### src/rtl/fpa_arbiter.sv
// fpa_arbiter: round-robin sharing of one combinational fpa among NUM_REQ requesters; ports: clk/rst, req_valid/req_ready/req_a/req_b/req_op per requester, registered fpa_a/fpa_b/fpa_op out with fpa_result back, tagged rsp_valid/rsp_ready/rsp_id/rsp_data response, busy and ops_done status
module fpa_arbiter #(
  parameter int NUM_REQ = 4,
  parameter int ID_W = 2,
  parameter int CNT_W = 16
) (
  input  logic                  clk,
  input  logic                  rst,
  input  logic [NUM_REQ-1:0]    req_valid,
  output logic [NUM_REQ-1:0]    req_ready,
  input  logic [NUM_REQ*32-1:0] req_a,
  input  logic [NUM_REQ*32-1:0] req_b,
  input  logic [NUM_REQ-1:0]    req_op,
  output logic [31:0]           fpa_a,
  output logic [31:0]           fpa_b,
  output logic                  fpa_op,
  input  logic [31:0]           fpa_result,
  output logic                  rsp_valid,
  input  logic                  rsp_ready,
  output logic [ID_W-1:0]       rsp_id,
  output logic [31:0]           rsp_data,
  output logic                  busy,
  output logic [CNT_W-1:0]      ops_done
);
  typedef enum logic [1:0] {IDLE, EXEC, RESP} state_t;
  state_t state, state_n;
  logic [ID_W-1:0] ptr, off, win, win_n;
  logic [ID_W:0] sum;
  logic [NUM_REQ-1:0] rot;
  logic any, take;
  assign rot = NUM_REQ'({req_valid, req_valid} >> ptr);
  always_comb begin
    off = '0;
    any = 1'b0;
    for (int k = NUM_REQ - 1; k >= 0; k--)
      if (rot[k]) begin
        off = ID_W'(k);
        any = 1'b1;
      end
  end
  assign sum = {1'b0, ptr} + {1'b0, off};
  assign win = sum >= (ID_W+1)'(NUM_REQ) ? ID_W'(sum - (ID_W+1)'(NUM_REQ)) : ID_W'(sum);
  assign win_n = win == ID_W'(NUM_REQ - 1) ? '0 : win + 1'b1;
  assign take = state == IDLE && any;
  assign req_ready = take ? NUM_REQ'(1) << win : '0;
  assign rsp_valid = state == RESP;
  assign busy = state != IDLE;
  always_comb begin
    state_n = state;
    state_n = take ? EXEC : state == EXEC ? RESP : (state == RESP && rsp_ready) ? IDLE : state;
  end
  always_ff @(posedge clk) state <= rst ? IDLE : state_n;
  always_ff @(posedge clk) begin
    if (rst) begin
      ptr <= '0;
      fpa_a <= '0;
      fpa_b <= '0;
      fpa_op <= 1'b0;
      rsp_id <= '0;
      rsp_data <= '0;
      ops_done <= '0;
    end else begin
      if (take) begin
        fpa_a <= req_a[32*win +: 32];
        fpa_b <= req_b[32*win +: 32];
        fpa_op <= req_op[win];
        rsp_id <= win;
        ptr <= win_n;
      end
      if (state == EXEC) rsp_data <= fpa_result;
      if (rsp_valid && rsp_ready) ops_done <= ops_done + 1'b1;
    end
  end
endmodule
### config.mk
export PLATFORM = sky130hd
export DESIGN_NAME = fpa_arbiter
export DESIGN_NICKNAME = d
export VERILOG_FILES = /design/src/rtl/fpa_arbiter.sv
export SDC_FILE = /design/constraint.sdc
export NUM_CORES = 1
export LEC_CHECK = 0
export CAP_MARGIN = 20
export CORE_AREA = 2 2 164 166
export DETAILED_ROUTE_END_ITERATION = 10
export DIE_AREA = 0 0 166 168
export PLACE_DENSITY = 0.82
export SLEW_MARGIN = 0
export SYNTH_ARGS = -nofsm -noshare
export SYNTH_HDL_FRONTEND = slang
export SYNTH_SLANG_ARGS = --single-unit
export TNS_END_PERCENT = 20
### constraint.sdc
create_clock -name clk -period 3 [get_ports clk]
set_input_delay 0.45 -clock clk [delete_from_list [all_inputs] [get_ports clk]]
set_output_delay 0.45 -clock clk [all_outputs]
set_load 0.02 [all_outputs]
-- Word-level counts from Yosys, hierarchy flattened
Cells that the tools add are included.
- add/subtract/negate cells: 4
- $lt $le $gt $ge: 2
- eq/ne operators: 3
- shift-type cells: 4
- multiplexer cells: 16
- reductions and logical operators: 7
- operator list (kind ; count):
    variable part select 128 x 8 -> 32 bit ; 2
    adder 16 x 1 -> 16 bit (second input constant) ; 1
    two-way mux 2 bit ; 8
    right shift 8 x 2 -> 4 bit ; 1
    two-way mux 1 bit ; 6
    equality test 2 bit (second input constant) ; 2
    two-way mux 4 bit ; 1
    nonzero test 2 bit ; 2
    << shifter 1 x 2 -> 4 bit (first input constant) ; 1
    adder 2 x 2 -> 3 bit ; 1
    >= comparator 3 bit (second input constant) ; 1
    < comparator 2 x 3 -> 1 bit (second input constant) ; 1
    nonzero test 3 bit ; 1
    adder 2 x 1 -> 2 bit (second input constant) ; 1
    binary-select mux 1 bit (select 2 bit) ; 1
    equality test 2 x 1 -> 1 bit (second input constant) ; 1
    logical AND 1 bit ; 2
    zero test 2 bit ; 1
    OR reduction 2 bit ; 1
    subtractor 2 x 1 -> 2 bit (second input constant) ; 1
- register bits: 119
- bits of input ports: 299
- output and inout bits: 121
- logic and storage cells: 45

-- Longest topological paths before layout
- depth in word-level cells: 10
- depth in mapped cells: 14
- mapped depth without buffers: 12

-- Least setup slack after synthesis
No wires, ideal clock.
- kind: in2out
- start: input port req_valid[2]
- end: output port req_ready[0]
- arrival: 2.681 ns
- path slack: -0.131 ns
- cell stages on the path: 11
- path buffers: 2
- path through: buf_4 > nor2_1 > nor3_1 > a21oi_1 > o21ai_0 > ha_1 > xnor2_1 > clkbuf_1 > xnor2_1 > inv_1 > nor3_1
- word-level cells in the longest chain between the ends: 10
- elaborated cells between the ends (all ways): 16
- classes of those cells: 2 x add/sub; 1 x order compare; 2 x shift; 10 x mux; 1 x reduce/logical
- ends and longest elaborated chain (item ; line ; source):
    from (decl) ; 9 ; input logic [NUM_REQ-1:0] req_valid,
    right shift 8 x 2 -> 4 bit * ; 31 ; assign rot = NUM_REQ'({req_valid, req_valid} >> ptr);
    two-way mux 2 bit (4 in a row) ; 36 ; if (rot[k]) begin
    adder 2 x 2 -> 3 bit ; 41 ; assign sum = {1'b0, ptr} + {1'b0, off};
    >= comparator 3 bit or subtractor 2 x 1 -> 2 bit (tied branches) ; 42 ; assign win = sum >= (ID_W+1)'(NUM_REQ) ? ID_W'(sum - (ID_W+1)'(NUM_REQ)) : ID_W'(sum);
    two-way mux 2 bit ; 42 ;
    << shifter 1 x 2 -> 4 bit ; 45 ; assign req_ready = take ? NUM_REQ'(1) << win : '0;
    two-way mux 4 bit * ; 45 ;
    to (decl) ; 10 ; output logic [NUM_REQ-1:0] req_ready,
Mark *: on every way between the ends. The rest lies on a longest branch, timed or not.

-- Final worst setup path
- start: register ptr[0]
- end: output port req_ready[3]
- word-level cells in the longest chain between the ends: 10
- elaborated cells between the ends (all ways): 16
- classes of those cells: 2 x add/sub; 1 x order compare; 2 x shift; 10 x mux; 1 x reduce/logical
- ends and longest elaborated chain (item ; line ; source):
    from (decl) ; 27 ; logic [ID_W-1:0] ptr, off, win, win_n;
    from (signal assigned) ; 68 ; ptr <= win_n;
    right shift 8 x 2 -> 4 bit ; 31 ;
    two-way mux 2 bit (4 in a row) ; 36 ;
    adder 2 x 2 -> 3 bit ; 41 ;
    >= comparator 3 bit or subtractor 2 x 1 -> 2 bit (tied branches) ; 42 ;
    two-way mux 2 bit ; 42 ;
    << shifter 1 x 2 -> 4 bit ; 45 ;
    two-way mux 4 bit * ; 45 ;
Marks and branches as above.

==> results.sh <==
export IMPL_synth_cells=1011
export IMPL_grt_pass1_vias=9083
export IMPL_first_iter_violations=487
export IMPL_route_detailed_drc=0
export IMPL_antenna_found_initial=1
export IMPL_use_met2_pct=37.1
export IMPL_yosysMostFrequentCell="nand2_1"
export IMPL_clkSinkCount=119
export IMPL_yosys_area_share_simple_pct=24.9
export IMPL_cts_max_path_buffers=2
export IMPL_critPathRequiredTime_ps=2550
export IMPL_fmax_mhz=350
export IMPL_wire_per_inst_um=16.8
export IMPL_ioPinCount=420
export IMPL_die_w_um=166
export IMPL_use_met3_pct=6.44
export IMPL_vias=9041
export IMPL_ir_worst_vdd_v=0.000767
export IMPL_critical_path_arrival_ps=2410
export IMPL_skew_ps=14.2
export IMPL_place_area_mm2=0.0135
export IMPL_utilization_pct=53.7
export IMPL_gp_congestion=0.784
export IMPL_grtUsageTotal_pct=20.8
export IMPL_grt_busiest_layer="met2"
export IMPL_cts_tree="done"
export IMPL_p_leak_nw=6.63
export IMPL_grt_max_degree=75
export IMPL_fin_crit_ps=2860
export IMPL_setup_viol=0
export IMPL_dieHeight_um=168
export IMPL_synth_nets=1314
export IMPL_ant_nets=0
export IMPL_clock_latency_ps=420
export IMPL_slew_violations=0
export IMPL_rows=60
export IMPL_synth_warnings=0
export IMPL_synth_edf_count=0
export IMPL_grt_util_met1_pct=23.9
export IMPL_drive_gt1_share_pct=14.5
export IMPL_synthToLayoutAreaGrowth_pct=63.6
export IMPL_synth_top_cell_by_area="dfxtp_1"
export IMPL_grt_overflow=0
export IMPL_root_buffer="clkbuf_16"
export IMPL_endpoint_kind="output port"
export IMPL_power_w=0.0129
export IMPL_io_buffers=419
export IMPL_final_setup_tns_ps=0
export IMPL_ys_async_sr_fraction_pct=0
export IMPL_synth_compound_area_share_pct=15.9
export IMPL_whs_ps=451
export IMPL_final_nets=1736
export IMPL_synth_area_per_cell_um2=8.55
export IMPL_worstSetupStartpointType="register"
export IMPL_critPathKind="register to output port"
export IMPL_max_slew_margin_pct=53.2
export IMPL_cts_hold_buf=0
export IMPL_synth_seq_cells=119
export IMPL_design_area_mm2=0.0141
export IMPL_synth_area_leaders="dfxtp_1, mux2i_1, o41ai_2, nand2_1, and3_1"
export IMPL_path_clk_slew_ps=60
export IMPL_path_max_fanout=8
export IMPL_initial_core_util_pct=32.8
export IMPL_hpwl_um=22600
export IMPL_yosysTopAreaCellShare_pct=27.6
export IMPL_synth_top_family_by_area="simple AND/OR/NAND/NOR gates"
export IMPL_ys_types=42
export IMPL_synth_commonest_cells="nand2_1, mux2i_1, and3_1, dfxtp_1, o41ai_2"
export IMPL_routed_wl_um=30100
export IMPL_reg2reg_slack_ps=300
export IMPL_powerDensity_mw_per_mm2=913
export IMPL_htreeDepth=4
export IMPL_vias_per_cell=5.06
export IMPL_hold_path_class="register to register"
export IMPL_die_area_mm2=0.0279
export IMPL_max_cap_violations=0
export IMPL_status="finished, final reports clean"
export IMPL_worstMarginPinSlew_ps=701
export IMPL_dr_pass1_iters=4
export IMPL_core_mm2=0.0264
export IMPL_rsz0062_at_grt="no"
export IMPL_numCtsBuffers=17
export IMPL_final_hold_viol_count=0
export IMPL_synth_flop_cell="dfxtp_1"
export IMPL_grt_pass1_wl_um=47600
export IMPL_synth_mux_area_share_pct=22.7
export IMPL_seq_area_frac_synth_pct=27.6
export IMPL_syn_cell_area_mm2=0.00865
export IMPL_min_period_over_period_pct=95.2
export IMPL_synth_xor_area_share_pct=1.82
export IMPL_yosys_area_share_adder_pct=0.579
[layer usage]
layer / wire [µm] / part of all wire, % / up-vias
met1: 12300 / 41 / 4272
met3: 2000 / 6.7 / 33
met4: 590 / 2.0 / 0
li1: - / - / 4433
met5: 0 / 0 / -
met2: 15100 / 50 / 303
[worst max-delay path, cell delays in order, from the launching register on]
cell and delay, ps:
dfxtp_2 370, and2b_1 180, a221oi_2 260, o21ai_2 110, ha_4 190, xnor2_4 190, xnor2_2 150, inv_2 70
ha_2 190, and2_1 130, buf_4 160
[path summary, 6_finish.rpt]
kind,from,depth (start not counted),end
worst max-delay path,ptr[0]$_SDFFE_PP0P_,10,req_ready[3]
worst min-delay path,fpa_a[0]$_SDFFE_PP0P_,2,fpa_a[0]$_SDFFE_PP0P_
worst min register to register,fpa_a[0]$_SDFFE_PP0P_,2,fpa_a[0]$_SDFFE_PP0P_
worst max register to register,ptr[0]$_SDFFE_PP0P_,11,fpa_a[10]$_SDFFE_PP0P_
[report_power, final]
part | switching, W | total (W) | leakage [nW] | internal [W]
Clock | 0.000907 | 0.00210 | 0.294 | 0.00120
Combinational | 0.00440 | 0.00854 | 5.36 | 0.00414
Sequential | 0.000256 | 0.00227 | 0.979 | 0.00202
Total | 0.00556 | 0.0129 | 6.63 | 0.00735
[metrics by stage]
| stage | setup WS, ps | cells |
|---|---|---|
| global placement | -681 | 1753 |
| finish | 144 | 1788 |
| global route | 51.5 | 1788 |
| CTS | -32.6 | 1785 |
| detailed placement | -738 | 1753 |
| floorplan | -42.1 | 1011 |
[what timing repair did]
item / CTS / global route
pin swaps: 3 / 5
endpoints found under the setup margin: 4 / 4
buffers inserted: 0 / 2
gates resized for setup: 32 / 5
[kinds of logic after synthesis]
logic type	after synthesis
AND/OR/NAND/NOR	461
buffers and inverters	100
XOR/XNOR	18
adder cells (fa/ha/maj)	4
flip-flops	119
AO/OA/AOI/OAI	113
multiplexers	196
[flip-flops by register name (all words and copies together) (netlist names)]
signal / count
rsp_data: 32
ptr: 2
fpa_b: 32
fpa_a: 32
ops_done: 16
rsp_id: 2
fpa_op: 1
state: 2
[cell type report]
class                   instances  area [µm²]
multi-input cells             792        5800
clock buffers                  17         425
fillers                      2323       12200
flip-flops and latches        119        2380
repair buffers                500        4920
diodes                          1        2.50
clock inverters                15         179
well taps                     341         427
inverters                       3        11.3
[layout by cell type (no fill, tap or decap), types with 5 or more instances in the layout]
master and count:
xor2_1 11, clkbuf_16 17, mux2i_1 196, nand3_1 8, nand2_1 267, dfxtp_1 118, inv_8 5, buf_4 70
buf_12 11, clkdlybuf4s50_1 410, o41ai_2 65, nor2_1 25, and3_1 133, a21oi_1 38
Power figures use the tool's default switching activity.
